===== src/rtl/lc3_pkg.sv =====
// Shared LC-3 definitions: datapath word width, memory sequencer state type and
// the default SRAM wait-state count used by the bus interface.
package lc3_pkg;

   localparam int WORD_W              = 16;
   localparam int DEFAULT_WAIT_STATES = 2;

   typedef enum logic [1:0] {
      IDLE   = 2'd0,
      ACCESS = 2'd1,
      DONE   = 2'd2
   } mem_state_t;

   // Bits needed to hold 0..max_count; never narrower than one bit.
   function automatic int cnt_width(input int max_count);
      return (max_count < 2) ? 1 : $clog2(max_count + 1);
   endfunction

endpackage


===== src/rtl/wait_counter.sv =====
// Parameterised up-counter with synchronous clear, enable and a terminal-count
// flag; it holds at TERM so a late enable can never wrap it.
module wait_counter #(
   parameter int WIDTH = 2,
   parameter int TERM  = 2
) (
   input  logic clk,
   input  logic rst_n,
   input  logic clr_i,
   input  logic en_i,
   output logic tc_o
);

   logic [WIDTH-1:0] cnt_q, cnt_d;

   assign tc_o = (cnt_q == WIDTH'(TERM));

   always_comb begin
      cnt_d = cnt_q;
      if (clr_i) begin
         cnt_d = '0;
      end else if (en_i && !tc_o) begin
         cnt_d = cnt_q + 1'b1;
      end
   end

   // NOTE: state registers use non-blocking assignment so every flop samples pre-edge values.
   always_ff @(posedge clk or negedge rst_n) begin
      if (!rst_n) begin
         cnt_q <= '0;
      end else begin
         cnt_q <= cnt_d;
      end
   end

endmodule


===== src/rtl/mem_bus_interface.sv =====
// LC-3 memory bus interface: latches MAR/MDR from the shared datapath bus and
// sequences the SRAM CE/OE/WE strobes with a programmable number of wait states.
module mem_bus_interface
   import lc3_pkg::*;
#(
   parameter int WAIT_STATES = DEFAULT_WAIT_STATES,
   parameter int ADDR_W      = 20
) (
   input  logic              Clk,
   input  logic              Reset_n,
   input  logic [WORD_W-1:0] Datapath_in,
   input  logic              LD_MAR,
   input  logic              LD_MDR,
   input  logic              MIO_EN,
   input  logic              Mem_req,
   input  logic              R_W,
   input  logic [WORD_W-1:0] Mem_Data_in,
   output logic [WORD_W-1:0] MAR,
   output logic [WORD_W-1:0] MDR,
   output logic              R,
   output logic              Busy,
   output logic [ADDR_W-1:0] Mem_Addr,
   output logic [WORD_W-1:0] Mem_Data_out,
   output logic              Mem_Data_oe,
   output logic              Mem_CE_n,
   output logic              Mem_OE_n,
   output logic              Mem_WE_n
);

   localparam int CNT_W = cnt_width(WAIT_STATES);

   mem_state_t        state_q, state_d;
   logic [WORD_W-1:0] mar_q, mar_d;
   logic [WORD_W-1:0] mdr_q, mdr_d;
   logic              wr_q, wr_d;
   logic              cnt_tc;
   logic              in_access;

   // The counter idles at zero and only runs while the strobes are active.
   wait_counter #(
      .WIDTH (CNT_W),
      .TERM  (WAIT_STATES)
   ) u_wait_counter (
      .clk   (Clk),
      .rst_n (Reset_n),
      .clr_i (state_q == IDLE),
      .en_i  (state_q == ACCESS),
      .tc_o  (cnt_tc)
   );

   always_comb begin
      // NOTE: every next-state value gets a default first, so no path can infer a latch.
      state_d = state_q;
      mar_d   = mar_q;
      mdr_d   = mdr_q;
      wr_d    = wr_q;
      case (state_q)
         IDLE: begin
            if (LD_MAR) mar_d = Datapath_in;
            if (LD_MDR && !MIO_EN) mdr_d = Datapath_in;
            if (Mem_req) begin
               wr_d    = R_W;
               state_d = ACCESS;
            end
         end
         ACCESS: begin
            if (cnt_tc) begin
               if (!wr_q) mdr_d = Mem_Data_in;
               state_d = DONE;
            end
         end
         DONE:    state_d = IDLE;
         default: state_d = IDLE;
      endcase
   end

   // NOTE: reset is asynchronous so an access in flight is aborted without waiting for a clock.
   always_ff @(posedge Clk or negedge Reset_n) begin
      if (!Reset_n) begin
         state_q <= IDLE;
         mar_q   <= '0;
         mdr_q   <= '0;
         wr_q    <= 1'b0;
      end else begin
         state_q <= state_d;
         mar_q   <= mar_d;
         mdr_q   <= mdr_d;
         wr_q    <= wr_d;
      end
   end

   // Strobes decode from registered state only; the request cycle itself drives nothing.
   assign in_access    = (state_q == ACCESS);
   assign Mem_CE_n     = !in_access;
   assign Mem_OE_n     = !(in_access && !wr_q);
   assign Mem_WE_n     = !(in_access && wr_q);
   assign Mem_Data_oe  = in_access && wr_q;
   assign R            = (state_q == DONE);
   assign Busy         = (state_q != IDLE);

   assign MAR          = mar_q;
   assign MDR          = mdr_q;
   assign Mem_Addr     = ADDR_W'(mar_q);
   assign Mem_Data_out = mdr_q;

endmodule


===== config.mk =====
export PLATFORM = sky130hd
export DESIGN_NAME = mem_bus_interface
export DESIGN_NICKNAME = d
export VERILOG_FILES = /design/src/rtl/lc3_pkg.sv /design/src/rtl/wait_counter.sv /design/src/rtl/mem_bus_interface.sv
export SDC_FILE = /design/constraint.sdc
export NUM_CORES = 1
export LEC_CHECK = 0
export CORE_MARGIN = 2
export CORE_UTILIZATION = 39
export CTS_CLUSTER_DIAMETER = 60
export DETAILED_ROUTE_END_ITERATION = 8
export HOLD_SLACK_MARGIN = 0.12
export PLACE_DENSITY = 0.81
export SLEW_MARGIN = 0
export SYNTH_ARGS = -nofsm -noshare
export SYNTH_HDL_FRONTEND = slang
export SYNTH_SLANG_ARGS = --single-unit

===== constraint.sdc =====
create_clock -name Clk -period 2.55 [get_ports Clk]
set_clock_uncertainty 0.15 [all_clocks]
set_input_delay 0.255 -clock Clk [delete_from_list [all_inputs] [get_ports Clk]]
set_output_delay 0.255 -clock Clk [all_outputs]
set_load 0.03 [all_outputs]

==> impl_metrics.toml, run 1 <==
[critical_path]
worstRegToRegCells = 5
cp_cell_sequence = "nor2b_2, buf_4, inv_1, clkdlybuf4s50_1"
path_class = "reg2out"
crit_path_max_incr_delay_ns = 0.67
r2r-start = "state_q[0]"
path_buf_inv = 3
cp_max_fo = 10
r2r-end = "MDR[1]"
r2r_slack_ns = 0.59
worstPathArrival_ns = 1.87
end_kind = "primary output"
start_kind = "flip-flop"
startpoint = "state_q[0]"
required_ns = 2.14
path_delay_family = "buffers and inverters"
crit_slowest_cell = "clkdlybuf4s50_1"

[yosys]
ys_types = 24
synth-seq-area-share = 0.4593
syn_area_um2 = 2016
avgSynthCellArea_um2 = 13.09
synth_cells = 154
ys_seq_elements = 37
yosysWarnings = 0

[timing]
fmax_mhz = 440.2
setup-violations-final = 0
finalCriticalPeriod_ns = 2.272
grt_setup_unrepaired = "false"
slew_viol_final = 0
hold_violations = 0
worst_pin_slew_ns = 0.8111
relSlewSlack = 0.4593
fin_crit_sh = 0.8909
finalSetupTns_ns = 0

[cells_and_area]
final_cell_mix = "106 x clkdlybuf4s50_1, 39 x mux2_2, 37 x dfrtp_1"
nNetsFinal = 276
syn_to_final_growth_pct = 47.42
drive_gt1_frac = 0.2658
fin_cells = 307
antenna_cells = 0
layout_commonest_cell = "clkdlybuf4s50_1"

[cts]
cts_tree = "yes"
htree_levels = 2
path_clk_slew_ns = 0.07
clkSinkCount = 37
clock-root-buffer = "clkbuf_8"
clock_latency_ns = 0.28
cts_max_path_buffers = 2
postCtsResizedCells = 0
numCtsBuffers = 5

[floorplan]
start_util = 0.3998
ioPinCount = 113
rows = 26
dieHeight_um = 75.89
die-width_um = 75.89
core-area_um2 = 5042
die-area_um2 = 5759

[grt]
grt_use_total = 0.1442
grt_max_degree = 38
grt-ovfl-total = 0
grt_pass1_wl_um = 6099
grt_pass1_vias = 1282
antenna_found_initial = 0

[power]
leakage_nw = 1.246
power_density_nw_per_um2 = 1617
ir_drop_mv = 0.8391
p_total_mw = 4.806

[hold_path]
hold_end = "MAR[10]"
hp-class = "reg2reg"
hold_depth = 1
min_from = "MAR[10]"

[routing]
first_pass_iters = 4
wirelength_um = 4139
vias_per_cell = 4.433
wl_per_cell_um = 13.48
drc = 0
drt_iter0_drc = 21
drtAntennaViolNets = 0
vias = 1361

[flow_run]
cap_viol_max_count = 0

[status]
status = "finished, final reports clean"

[placed_design]
dp_hpwl_um = 3243
gp_congestion = 0.7055
port_buffers = 108
place_inst = 298
metal layers:
metal  global-route usage  share of wire  vias up
met1               0.1803           0.41      648
met2               0.2433           0.51       66
li1                     -              -      640
met3              0.03307          0.074        7
met5                    0              0        -
met4              0.05263          0.012        0
per-stage QoR:
step	hold WS, ns	utilization	area (µm²)	worst slack (ns)
2_1_floorplan	-0.1906	-	2027	0.7312
6_report	0.3795	0.5893	2972	0.2782
3_5_place_dp	0.2461	0.5715	2882	0.5700
5_1_grt	0.4008	0.5893	2972	0.2152
3_3_place_gp	0.2493	0.5715	2882	0.6062
4_1_cts	0.3826	0.5893	2972	0.2567
power by group:
part | total (mW) | internal [mW] | switching, mW
registers | 1.14 | 0.891 | 0.245
clock network | 0.381 | 0.194 | 0.187
logic | 3.29 | 1.56 | 1.73
cell usage after synthesis, drive strengths merged:
master	instances	share of area
o31ai	1	0.0037
mux2	49	0.29
mux2i	1	0.0050
ha	1	0.0062
nor2b	3	0.011
a22o	2	0.0087
nor2	3	0.0068
o21ai	1	0.0025
or3	1	0.0031
dfrtp	37	0.46
nand2	2	0.0037
a32o	1	0.0050
nand2b	1	0.0031
buf	42	0.17
conb	1	0.0019
inv	6	0.011
and2	2	0.0062
worst register-to-register path, delay by kind of cell, from the launching register on:
| family | cells | cell delay (ns) |
|---|---|---|
| buffers and inverters | 2 | 0.48 |
| and+or+nand+nor | 1 | 0.24 |
| AOI/OAI and AO/OA | 1 | 0.14 |
| muxes | 1 | 0.38 |
| DFF | 1 | 0.45 |
cell type report:
| type | instances | area, µm² |
|---|---|---|
| multi-input cells | 72 | 734.5 |
| repair buffers | 114 | 1121 |
| clock buffers | 8 | 80.08 |
| flip-flops and latches | 37 | 925.9 |
| well taps | 70 | 87.58 |
| fillers | 433 | 2071 |
| inverters | 6 | 22.52 |
kinds of logic after synthesis:
group | after synthesis | share of synthesized area
muxes | 50 | 0.2973
buffers and inverters | 48 | 0.1819
DFF | 37 | 0.4593
and+or+nand+nor | 12 | 0.03353
AOI/OAI and AO/OA | 5 | 0.01986
adders and majority gates | 1 | 0.006206
other | 1 | 0.001860
repair_timing:
action	CTS	global route
endpoints found under the hold margin	37	0
buffers inserted	0	0
hold buffers	1	0
state kept, by name, indices dropped and copies added (netlist names):
name / flops
MAR: 16
MDR: 16
state_q: 2
u_wait_counter.cnt_q: 2
wr_q: 1
worst max-delay path by stage:
stage | to | slack (ns) | depth (start not counted)
6_report | Mem_CE_n | 0.28 | 4
3_3_place_gp | Mem_CE_n | 0.61 | 4
5_1_grt | Mem_CE_n | 0.22 | 4
3_5_place_dp | Mem_CE_n | 0.57 | 4
4_1_cts | Mem_CE_n | 0.26 | 4
2_1_floorplan | Mem_WE_n | 0.73 | 5
(Power assumes the default switching activity.)
==> inputs of run 2 (changes only) <==
- MAX_ROUTING_LAYER: not set -> met4
- PLACE_DENSITY: 0.81 -> 0.87
==> impl_metrics.toml, run 2 (synthesized netlist as in run 1, its figures left out) <==
[timing]
grt_setup_unrepaired = "false"
hold_violations = 0
worst_slack_ns = 0.3422
setup-violations-final = 0
slew_viol_final = 0
worst_pin_slew_ns = 0.8340
relSlewSlack = 0.4440
finalSetupTns_ns = 0
fmax_mhz = 452.9
fin_crit_sh = 0.8658
finalCriticalPeriod_ns = 2.208

[routing]
highest_layer = "met4"
drc = 0
wl_met3_um = 334
wl_met2_um = 2280
first_pass_iters = 4
wl_per_cell_um = 14.63
drt_iter0_drc = 45
drtAntennaViolNets = 0
vias = 1361
wl_met1_um = 1852
vias_per_cell = 4.448
wirelength_um = 4476

[critical_path]
path_class = "reg2out"
required_ns = 2.14
worstPathArrival_ns = 1.80
end_kind = "primary output"
cp_max_fo = 6
start_kind = "flip-flop"

[cts]
cts_max_path_buffers = 2
clock_latency_ns = 0.28
htree_levels = 2
clkSinkCount = 37
cts_tree = "yes"
path_clk_slew_ns = 0.08
postCtsResizedCells = 0
numCtsBuffers = 5
clock-root-buffer = "clkbuf_8"

[cells_and_area]
fin_cells = 306
nNetsFinal = 275
post-route-util = 0.5921
syn_to_final_growth_pct = 48.11
layout_commonest_cell = "clkdlybuf4s50_1"
antenna_cells = 0
multi_input_area_um2 = 734.5
num-fill-cells = 435
seq_area_um2 = 925.9
final_cell_mix = "106 x clkdlybuf4s50_1, 39 x mux2_2, 37 x dfrtp_1"
drive_gt1_frac = 0.2754

[power]
power_frac_clock = 0.093
power_density_nw_per_um2 = 1637
p_seq_frac = 0.234
switchingPower_mw = 2.205
p_comb_frac = 0.673
ir_drop_mv = 0.8426
switching_share = 0.4512
internal_power_mw = 2.682
leakage_nw = 1.256
p_total_mw = 4.887

[placed_design]
place_inst = 297
dp_hpwl_um = 3390
port_buffers = 108
gp_congestion = 0.7273
place_ws_ns = 0.5875

[status]
status = "finished, final reports clean"

[grt]
grt_max_degree = 38
grt_pass1_wl_um = 6582
grt_use_total = 0.1625
grt_pass1_vias = 1362
grt-ovfl-total = 0
antenna_found_initial = 0

[floorplan]
ioPinCount = 113
die-area_um2 = 5759
start_util = 0.3998
core-area_um2 = 5042
rows = 26
die-width_um = 75.89
dieHeight_um = 75.89

[hold_path]
hp-class = "reg2reg"

[flow_run]
cap_viol_max_count = 0
[run 2: changes by cell type in the layout (fill, tap and decap cells not counted)]
cell / delta
clkbuf_8: +2
clkbuf_1: -3
buf_4: -1
clkinv_2: +1
[run 2: final timing paths]
check | endpoint | depth (start not counted) | start | slack (ns)
worst max-delay path | Mem_WE_n | 4 | state_q[0] | 0.34
worst min-delay path | MAR[4] | 1 | MAR[4] | 0.39
worst max register to register | MDR[0] | 5 | state_q[0] | 0.59
worst min register to register | MAR[4] | 1 | MAR[4] | 0.39
max in group asynchronous | MAR[0] | 2 | Reset_n | 1.27
min in group asynchronous | MAR[6] | 2 | Reset_n | 0.45
[run 2: metal layers]
| metal | GRT usage | vias up |
|---|---|---|
| met4 | 0.03509 | 0 |
| met2 | 0.2672 | 69 |
| met3 | 0.05423 | 2 |
| li1 | - | 638 |
| met1 | 0.1939 | 652 |
| met5 | - | - |
[run 2: final cells by class]
| class | count | area share |
|---|---|---|
| multi-input combinational | 72 | 0.2460 |
| clock buffer | 7 | 0.03227 |
| tap | 70 | 0.02934 |
| inverter | 6 | 0.007544 |
| timing repair buffer | 113 | 0.3730 |
| clock inverter | 1 | 0.001676 |
| sequential | 37 | 0.3101 |
[run 2: what timing repair did]
item / CTS / global route
hold buffers: 1 / 0
buffers inserted: 0 / 0
endpoints found under the hold margin: 37 / 0
[run 2: per-stage QoR]
step | instance area, µm² | hold slack [ns]
4_1_cts | 2985 | 0.3893
3_5_place_dp | 2874 | 0.2615
2_1_floorplan | 2027 | -0.1906
6_report | 2985 | 0.3879
3_3_place_gp | 2874 | 0.2442
5_1_grt | 2985 | 0.4147
[run 2: power groups by stage]
stage | logic, mW | registers (mW) | clock network (mW)
6_report | 3.29 | 1.15 | 0.454
5_1_grt | 3.46 | 1.20 | 0.491
4_1_cts | 3.32 | 1.15 | 0.467
3_5_place_dp | 3.32 | 1.16 | 0
3_3_place_gp | 3.26 | 1.14 | 0
2_1_floorplan | 1.90 | 1.63 | 0
[run 2: worst max-delay path, stage by stage (launching register included)]
cell             delay, ns
dfrtp_1               0.44
nor2b_2               0.20
and2_1                0.18
inv_1                 0.05
clkdlybuf4s50_1       0.66
